`src/rtl/preg_alloc_ctrl_if.sv`:
```
// Bundle of rename-side, commit-side and free-list FIFO signals for the
// physical-register allocation controller.
interface preg_alloc_ctrl_if #(
  parameter int MAX_LENGTH = 64,
  parameter int PREG_BITS  = 6,
  parameter int MAX_IO     = 3,
  parameter int CNT_BITS   = 16
);
  localparam int LEN_BITS = $clog2(MAX_LENGTH) + 1;

  logic [MAX_IO-1:0]                 req_valid;
  logic                              req_ready;
  logic                              alloc_valid;
  logic [MAX_IO-1:0]                 alloc_lane_valid;
  logic [MAX_IO-1:0][PREG_BITS-1:0]  alloc_preg;
  logic                              alloc_ready;
  logic [MAX_IO-1:0]                 free_valid;
  logic [MAX_IO-1:0][PREG_BITS-1:0]  free_preg;
  logic                              free_ready;
  logic                              flush;
  logic                              fl_rst;
  logic [MAX_IO-1:0]                 fl_get_en;
  logic [MAX_IO-1:0][PREG_BITS-1:0]  fl_gotten;
  logic [MAX_IO-1:0]                 fl_put_en;
  logic [MAX_IO-1:0][PREG_BITS-1:0]  fl_put;
  logic [LEN_BITS-1:0]               fl_len;
  logic [CNT_BITS-1:0]               stall_cnt;

  modport master (
    input  req_valid, alloc_ready, free_valid, free_preg, flush, fl_gotten, fl_len,
    output req_ready, alloc_valid, alloc_lane_valid, alloc_preg, free_ready,
           fl_rst, fl_get_en, fl_put_en, fl_put, stall_cnt
  );

  modport slave (
    output req_valid, alloc_ready, free_valid, free_preg, flush, fl_gotten, fl_len,
    input  req_ready, alloc_valid, alloc_lane_valid, alloc_preg, free_ready,
           fl_rst, fl_get_en, fl_put_en, fl_put, stall_cnt
  );
endinterface

```
`src/rtl/preg_alloc_ctrl.sv`:
```
// Sequences the multi-port physical-register free-list FIFO: init, all-or-nothing
// allocation into a one-deep output stage, guarded frees and flush give-back.
module preg_alloc_ctrl #(
  parameter int MAX_LENGTH = 64,
  parameter int PREG_BITS  = 6,
  parameter int MAX_IO     = 3,
  parameter int CNT_BITS   = 16
) (
  input logic                clk,
  input logic                rst,
  preg_alloc_ctrl_if.master  bus
);
  localparam int LEN_BITS = $clog2(MAX_LENGTH) + 1;
  localparam logic [LEN_BITS:0] LEN_LIMIT = (LEN_BITS+1)'(MAX_LENGTH);

  localparam logic [1:0] S_INIT   = 2'd0;
  localparam logic [1:0] S_WARM   = 2'd1;
  localparam logic [1:0] S_RUN    = 2'd2;
  localparam logic [1:0] S_RETURN = 2'd3;

  logic [1:0]                        state;
  logic [LEN_BITS-1:0]               nreq;
  logic [LEN_BITS-1:0]               nfree;
  logic                              in_run;
  logic                              grant;
  logic                              free_ok;
  logic                              hold_flush;
  logic                              alloc_valid_q;
  logic [MAX_IO-1:0]                 lane_valid_q;
  logic [MAX_IO-1:0][PREG_BITS-1:0]  preg_q;
  logic [MAX_IO-1:0]                 ret_valid;
  logic [MAX_IO-1:0][PREG_BITS-1:0]  ret_preg;
  logic [CNT_BITS-1:0]               stall_q;

  function automatic logic [LEN_BITS-1:0] popcount(input logic [MAX_IO-1:0] v);
    logic [LEN_BITS-1:0] n;
    n = '0;
    for (int i = 0; i < MAX_IO; i++) n = n + LEN_BITS'(v[i]);
    return n;
  endfunction

  // A group is granted whole or not at all; the free guard is strict to match the FIFO's own put guard.
  always_comb begin
    in_run     = (state == S_RUN);
    nreq       = popcount(bus.req_valid);
    nfree      = popcount(bus.free_valid);
    grant      = in_run && !bus.flush && (nreq != '0) && (nreq <= bus.fl_len) &&
                 (!alloc_valid_q || bus.alloc_ready);
    free_ok    = in_run && !bus.flush && (nfree != '0) &&
                 (({1'b0, bus.fl_len} + {1'b0, nfree}) < LEN_LIMIT);
    hold_flush = in_run && bus.flush && alloc_valid_q && !bus.alloc_ready;
  end

  assign bus.fl_rst           = !rst || (state == S_INIT);
  assign bus.req_ready        = grant;
  assign bus.fl_get_en        = grant ? bus.req_valid : '0;
  assign bus.free_ready       = free_ok;
  assign bus.fl_put_en        = (state == S_RETURN) ? ret_valid : (free_ok ? bus.free_valid : '0);
  assign bus.fl_put           = (state == S_RETURN) ? ret_preg : bus.free_preg;
  assign bus.alloc_valid      = alloc_valid_q;
  assign bus.alloc_lane_valid = lane_valid_q;
  assign bus.alloc_preg       = preg_q;
  assign bus.stall_cnt        = stall_q;

  always_ff @(posedge clk) begin
    if (!rst) begin
      state         <= S_INIT;
      alloc_valid_q <= 1'b0;
      lane_valid_q  <= '0;
      preg_q        <= '0;
      ret_valid     <= '0;
      ret_preg      <= '0;
      stall_q       <= '0;
    end else begin
      case (state)
        S_INIT:  state <= S_WARM;
        S_WARM:  state <= S_RUN;
        S_RUN:   if (hold_flush) state <= S_RETURN;
        default: state <= S_RUN;
      endcase

      if (grant) begin
        alloc_valid_q <= 1'b1;
        lane_valid_q  <= bus.req_valid;
        for (int i = 0; i < MAX_IO; i++)
          preg_q[i] <= bus.req_valid[i] ? bus.fl_gotten[i] : '0;
      end else if ((in_run && bus.flush) || bus.alloc_ready) begin
        alloc_valid_q <= 1'b0;
      end

      // An unconsumed group caught by a flush is parked here and re-put next cycle.
      if (hold_flush) begin
        ret_valid <= lane_valid_q;
        ret_preg  <= preg_q;
      end

      if (in_run && (nreq != '0) && !grant && (stall_q != '1))
        stall_q <= stall_q + CNT_BITS'(1);
    end
  end
endmodule

```
`src/flat_wrapper.sv`:
```
// flat-port wrapper written by rule: the top's interface ports become plain ports
module preg_alloc_ctrl_flat 
#(
  parameter int MAX_LENGTH = 64,
  parameter int PREG_BITS  = 6,
  parameter int MAX_IO     = 3,
  parameter int CNT_BITS   = 16
)
  (clk, rst, bus_req_valid, bus_alloc_ready, bus_free_valid, bus_free_preg, bus_flush, bus_fl_gotten, bus_fl_len, bus_req_ready, bus_alloc_valid, bus_alloc_lane_valid, bus_alloc_preg, bus_free_ready, bus_fl_rst, bus_fl_get_en, bus_fl_put_en, bus_fl_put, bus_stall_cnt);
  preg_alloc_ctrl_if #(.MAX_LENGTH(MAX_LENGTH), .PREG_BITS(PREG_BITS), .MAX_IO(MAX_IO), .CNT_BITS(CNT_BITS)) bus_i ();
  input logic clk;
  input logic rst;
  input wire logic [$bits(bus_i.req_valid)-1:0] bus_req_valid;
  input wire logic [$bits(bus_i.alloc_ready)-1:0] bus_alloc_ready;
  input wire logic [$bits(bus_i.free_valid)-1:0] bus_free_valid;
  input wire logic [$bits(bus_i.free_preg)-1:0] bus_free_preg;
  input wire logic [$bits(bus_i.flush)-1:0] bus_flush;
  input wire logic [$bits(bus_i.fl_gotten)-1:0] bus_fl_gotten;
  input wire logic [$bits(bus_i.fl_len)-1:0] bus_fl_len;
  output wire logic [$bits(bus_i.req_ready)-1:0] bus_req_ready;
  output wire logic [$bits(bus_i.alloc_valid)-1:0] bus_alloc_valid;
  output wire logic [$bits(bus_i.alloc_lane_valid)-1:0] bus_alloc_lane_valid;
  output wire logic [$bits(bus_i.alloc_preg)-1:0] bus_alloc_preg;
  output wire logic [$bits(bus_i.free_ready)-1:0] bus_free_ready;
  output wire logic [$bits(bus_i.fl_rst)-1:0] bus_fl_rst;
  output wire logic [$bits(bus_i.fl_get_en)-1:0] bus_fl_get_en;
  output wire logic [$bits(bus_i.fl_put_en)-1:0] bus_fl_put_en;
  output wire logic [$bits(bus_i.fl_put)-1:0] bus_fl_put;
  output wire logic [$bits(bus_i.stall_cnt)-1:0] bus_stall_cnt;
  assign bus_i.req_valid = bus_req_valid;
  assign bus_i.alloc_ready = bus_alloc_ready;
  assign bus_i.free_valid = bus_free_valid;
  assign bus_i.free_preg = bus_free_preg;
  assign bus_i.flush = bus_flush;
  assign bus_i.fl_gotten = bus_fl_gotten;
  assign bus_i.fl_len = bus_fl_len;
  assign bus_req_ready = bus_i.req_ready;
  assign bus_alloc_valid = bus_i.alloc_valid;
  assign bus_alloc_lane_valid = bus_i.alloc_lane_valid;
  assign bus_alloc_preg = bus_i.alloc_preg;
  assign bus_free_ready = bus_i.free_ready;
  assign bus_fl_rst = bus_i.fl_rst;
  assign bus_fl_get_en = bus_i.fl_get_en;
  assign bus_fl_put_en = bus_i.fl_put_en;
  assign bus_fl_put = bus_i.fl_put;
  assign bus_stall_cnt = bus_i.stall_cnt;
  preg_alloc_ctrl #(.MAX_LENGTH(MAX_LENGTH), .PREG_BITS(PREG_BITS), .MAX_IO(MAX_IO), .CNT_BITS(CNT_BITS)) u_core (.clk(clk), .rst(rst), .bus(bus_i));
endmodule
```
`config.mk`:
```
export PLATFORM = sky130hd
export DESIGN_NAME = preg_alloc_ctrl_flat
export DESIGN_NICKNAME = d
export VERILOG_FILES = /design/src/rtl/preg_alloc_ctrl_if.sv /design/src/rtl/preg_alloc_ctrl.sv /design/src/flat_wrapper.sv
export SDC_FILE = /design/constraint.sdc
export NUM_CORES = 1
export LEC_CHECK = 0
export BUFFER_PORTS_ARGS = -buffer_cell sky130_fd_sc_hd__buf_2
export CORE_AREA = 4 4 93 95
export CTS_BUF_LIST = sky130_fd_sc_hd__clkbuf_4 sky130_fd_sc_hd__clkbuf_8
export DETAILED_ROUTE_END_ITERATION = 8
export DIE_AREA = 0 0 97 99
export GPL_TIMING_DRIVEN = 1
export PLACE_DENSITY = 0.68
export SLEW_MARGIN = 20
export SYNTH_ARGS = -nofsm -noshare
export SYNTH_HDL_FRONTEND = slang
export SYNTH_SLANG_ARGS = --single-unit
```
`constraint.sdc`:
```
create_clock -name clk -period 8.84 [get_ports clk]
set_clock_uncertainty 0.15 [all_clocks]
set_input_delay 2.652 -clock clk [delete_from_list [all_inputs] [get_ports clk]]
set_output_delay 2.652 -clock clk [all_outputs]
set_load 0.02 [all_outputs]
```
# After elaboration in Yosys (flattened, before gate mapping)
# Index checks and enable logic that the tools add are counted.
# Widths: inputs -> output; s select.
# word_totals
regBits	61
latchBits	0
mem_bits_rw	0
mem_bits_ro	0
input_bits	53
output_inout_bits	65
mem_count	0
# classes
addsub	6
n_mul	0
div	0
n_lt_le_gt_ge	2
n_eq_ne	4
n_shift	0
mux	11
n_bitwise	0
n_reduce_logical	24
# op_table
operator	n
$mux 18	1
$mux 6	3
$add 16x1->16 const B	1
$ne 16x16->1 const B	1
$add 7x1->7	2
$reduce_bool 7->1	2
$logic_and 1x1->1	12
$mux 3	3
$add 7x7->8	1
$lt 8x7->1 const B	1
$le 7x7->1	1
$logic_not 1->1	5
$add 1x1->2	2
$eq 2x2->1 const B	2
$pmux 2 s2	1
$logic_or 1x1->1	3
$logic_not 2->1	1
$mux 1	2
$mux 2	1
$ne 2x2->1 const B	1
$reduce_bool 2->1	1

# Depth between registers and ports, before layout
# logic_depth
depth_word	9
ltp_mapped	13

# Worst setup path before layout
# Ideal clock, no wire load.
# synth_path
kind	in2out
start	in bus_free_valid[0]
end	out bus_fl_put_en[0]
t_arrival_ps	4952
required_ps	6038
slack_ps	1086
cell_stages	7
path_cell_list	fa_1 ha_1 a31o_2 a21oi_1 nor2_1 nor4_1 a32o_1
# synth_via
elab_chain_len	7
# synth_lines
item	line	text
start: declaration	flat_wrapper.sv:15	input wire logic [$bits(bus_i.free_valid)-1:0] bus_free_valid;
$add 1x1->2 *	preg_alloc_ctrl.sv:38	for (int i = 0; i < MAX_IO; i++) n = n + LEN_BITS'(v[i]);
$add 7x1->7 *	preg_alloc_ctrl.sv:38	
$add 7x7->8 or $reduce_bool 7->1 (tied branches)	preg_alloc_ctrl.sv:50, preg_alloc_ctrl.sv:49	
$lt 8x7->1 or $logic_and 1x1->1 (tied branches)	preg_alloc_ctrl.sv:50, preg_alloc_ctrl.sv:49	
$logic_and 1x1->1 *	preg_alloc_ctrl.sv:49	free_ok = in_run && !bus.flush && (nfree != '0) &&
net bus_free_ready	flat_wrapper.sv:24	output wire logic [$bits(bus_i.free_ready)-1:0] bus_free_ready;
$mux 3 * (2 in series)	preg_alloc_ctrl.sv:58	assign bus.fl_put_en = (state == S_RETURN) ? ret_valid : (free_ok ? bus.free_valid : '0);
end: declaration	flat_wrapper.sv:27	output wire logic [$bits(bus_i.fl_put_en)-1:0] bus_fl_put_en;
# The timed path passes the listed nets; every way through them passes the cells marked *.

# Final worst setup path
# layout_path
start	in bus_req_valid[1]
end	out bus_fl_get_en[1]
# layout_via
elab_chain_len	7
# layout_lines
item	line	text
start: declaration	flat_wrapper.sv:13	input wire logic [$bits(bus_i.req_valid)-1:0] bus_req_valid;
parallel branches: the longest is 6 deep, another holds $add 7x1->7	-	
$mux 3 *	preg_alloc_ctrl.sv:56	assign bus.fl_get_en = grant ? bus.req_valid : '0;
end: declaration	flat_wrapper.sv:26	output wire logic [$bits(bus_i.fl_get_en)-1:0] bus_fl_get_en;
# Mark *: on every way between the ends.

==> results.md <==
- Die area: 9603 sq um
- Cts bufs inserted: 9
- CP Launch Type: input port
- Fin. max-slew vios: 0
- Synth warn: 0
- Core Area: 7727 sq um
- Detailed Route WL: 8.201 mm
- Routed WL per cell: 14.21 um
- Final std cells w/o fill: 577
- Clock Latency Late Sink: 0.34 ns
- Sw power: 0.1751 mW
- # clock sinks: 61
- Mapped cell area: 2967 sq um
- Leakage power: 1.662 nW
- # resized after CTS: 0
- Top fanout value on the critical path: 22
- Fillers: 757
- Max-cap violations: 0
- Most frequent cells in the layout: 117 x buf_2, 83 x nand2_1, 61 x dfxtp_1
- Max VDD drop: 0.00009534 V
- Ports: 118
- Post-Synthesis Cells: 361
- Overflow after GRT: 0
- GPL Wtd Cong: 0.7824
- GRT met2 Usage: 29.46%
- RSZ-0062 raised after global routing: false
- Fmax: 124.1 MHz
- Largest net degree at the start of global routing: 57
- Post-CTS setup buffer count: 0
- Remaining antenna violation count: 0
- Synth cell types: 42
- # setup viols final: 0
- CTS tree: done
- Hold slack: 0.3077 ns
- Via count: 2,926
- Power per Cell Area: 162.6 nW/um^2
- Switching Fraction: 28.30%
- Number of global-route vias before repair: 2,825
- Initial Utilization: 38.39%
- Hold_buf cts: 0
- CTS Root Cell: clkbuf_8
- Leading cell type in the layout, fill and taps excluded: buf_2
- Total GRT Usage: 16.85%
- IO buf count: 117
- DRC viols: 0
- H-tree levels: 3
- Run status: complete, no violations
- First-pass GRT wire length: 13.23 mm
- Final net count: 537
- Met1 usage: 19.46%
- Crit path DAT: 5.25 ns
- Setup TNS: 0 ns
- HP Class: flop to flop
- Layout cells sized above 1: 34.11%
- Post-Place Cells: 561
- Hold violation total from the final report: 0
- Comb pwr share: 12.7%
- Syn Area/Cell: 8.218 sq um
- Initial DRC Count: 138
- Register area share after synthesis: 41.16%
- Worst-path clk slew: 0.07 ns
- Tcrit/Tclk final: 91.14%
- Area Growth Syn to Fin: 28.26%
- CP Capture Type: output pin
- Num rows: 32
- Min Tclk post-route: 8.057 ns
- Reg power frac: 45.7%
- Post-detail-place hpwl: 6.100 mm
- WS Path Type: input port to output pin
- Clock share of power: 41.6%
- Seq cells post-synth: 61
- Initial antenna violation count: 0
- GR Util met3: 5.308%
- Die width: 97 um
- Relative slew slack: 39.44%
- Worst Tran Pin Value: 0.9058 ns
- Drt via density: 5.071
- Die Y: 99 um
- DRT Pass-1 Iters: 4
- Diode count: 0
- Maximum clock path buffer count: 2
- Post-synthesis net count: 428
- GR peak layer: met2
- Internal: 0.4435 mW
- Data required time of the critical path: 6.04 ns
per-stage QoR:
stage	util (%)	setup slack [ns]	instance area (sq um)	total power, mW
6_report	49.24	0.7834	3805	0.6186
5_1_grt	49.24	0.5350	3805	0.6433
4_1_cts	49.24	0.7869	3805	0.6226
3_5_place_dp	46.62	0.8048	3602	0.3681
3_3_place_gp	46.62	0.8784	3602	0.3661
2_1_floorplan	-	1.086	2967	0.3384
cells by family after synthesis:
group                      synth area share, %
and+or+nand+nor                          24.80
xor gates and xnor gates                 1.771
muxes                                    7.845
buffers and inverters                    4.892
adders and majority gates                6.411
AOI/OAI and AO/OA                        13.12
DFF                                      41.16
registers in the layout, summed over array words and instances (netlist names):
register and count:
u_core.ret_valid 3, u_core.bus.alloc_preg 18, u_core.ret_preg 18, u_core.bus.alloc_valid 1, u_core.state 2, u_core.bus.stall_cnt 16
u_core.bus.alloc_lane_valid 3
power by group through the flow:
stage                     combinational (mW)  sequential, mW  clock, mW
after global placement                0.0771           0.289          0
final                                 0.0787           0.283      0.257
after floorplan                       0.0480           0.290          0
after global routing                  0.0861           0.283      0.274
after CTS                             0.0793           0.283      0.261
after detailed placement              0.0791           0.289          0
final timing paths:
check / start / depth (start not counted) / to / slack, ns
max: bus_req_valid[1] / 13 / bus_fl_get_en[1] / 0.78
min: u_core.ret_preg[17] / 2 / u_core.ret_preg[17] / 0.31
max reg2reg: u_core.state[1] / 7 / u_core.bus.alloc_preg[14] / 6.53
min reg2reg: u_core.ret_preg[17] / 2 / u_core.ret_preg[17] / 0.31
Yosys cell counts:
master | number | area, sq um
buf_4 | 1 | 7.510
nand4b_1 | 1 | 8.760
nor4_4 | 1 | 21.27
a32o_1 | 3 | 30.03
clkbuf_1 | 17 | 63.81
mux2_2 | 18 | 202.7
a311oi_4 | 1 | 26.28
xor2_1 | 1 | 8.760
and2_1 | 1 | 6.260
o21ai_0 | 4 | 20.02
nand3_1 | 28 | 140.1
or2_2 | 1 | 6.260
a21oi_1 | 52 | 260.3
fa_1 | 2 | 40.04
a31o_2 | 3 | 26.28
mux2i_1 | 3 | 30.03
and4_1 | 2 | 17.52
o31ai_1 | 1 | 7.510
nor4_1 | 3 | 18.77
nor2b_1 | 2 | 12.51
and3_1 | 3 | 18.77
nand2b_1 | 3 | 18.77
inv_1 | 13 | 48.80
inv_2 | 1 | 3.750
buf_6 | 1 | 11.26
nor2_1 | 14 | 52.55
a211oi_1 | 1 | 7.510
nor4b_1 | 1 | 8.760
nand4_1 | 4 | 25.02
ha_1 | 12 | 150.1
or3_1 | 3 | 18.77
or4_4 | 1 | 11.26
o21ai_1 | 1 | 5.000
a31oi_1 | 1 | 6.260
xnor2_1 | 5 | 43.79
nand2_1 | 83 | 311.6
nand3b_1 | 1 | 7.510
nor2b_2 | 1 | 8.760
or4_1 | 1 | 7.510
nor3_1 | 3 | 15.01
buf_2 | 2 | 10.01
dfxtp_1 | 61 | 1221
worst max-delay path, cell delays in order:
cell and delay [ns]:
buf_2 0.21, ha_1 0.27, ha_1 0.18, ha_1 0.19, ha_1 0.31, a21oi_1 0.14, o21ai_1 0.11, a311oi_4 0.40
nand2_1 0.15, inv_2 0.29, nand2_1 0.12, inv_1 0.06, buf_2 0.15
routing by layer:
metal / up-vias / wire length [um]
met5: - / 0
met4: 0 / 162
met3: 15 / 544
met2: 98 / 3985
met1: 1355 / 3507
li1: 1458 / -
final cells by class:
| cell class | count | area (sq um) | area share, % |
|---|---|---|---|
| multi-input cells | 265 | 1600 | 42.06 |
| flip-flops and latches | 61 | 1221 | 32.09 |
| repair buffers | 119 | 600.6 | 15.78 |
| well taps | 102 | 127.6 | 3.354 |
| clock buffers | 9 | 123.9 | 3.256 |
| clock inverters | 7 | 78.83 | 2.072 |
| inverters | 14 | 52.55 | 1.381 |
No activity file was read; power rests on OpenSTA's default activity.
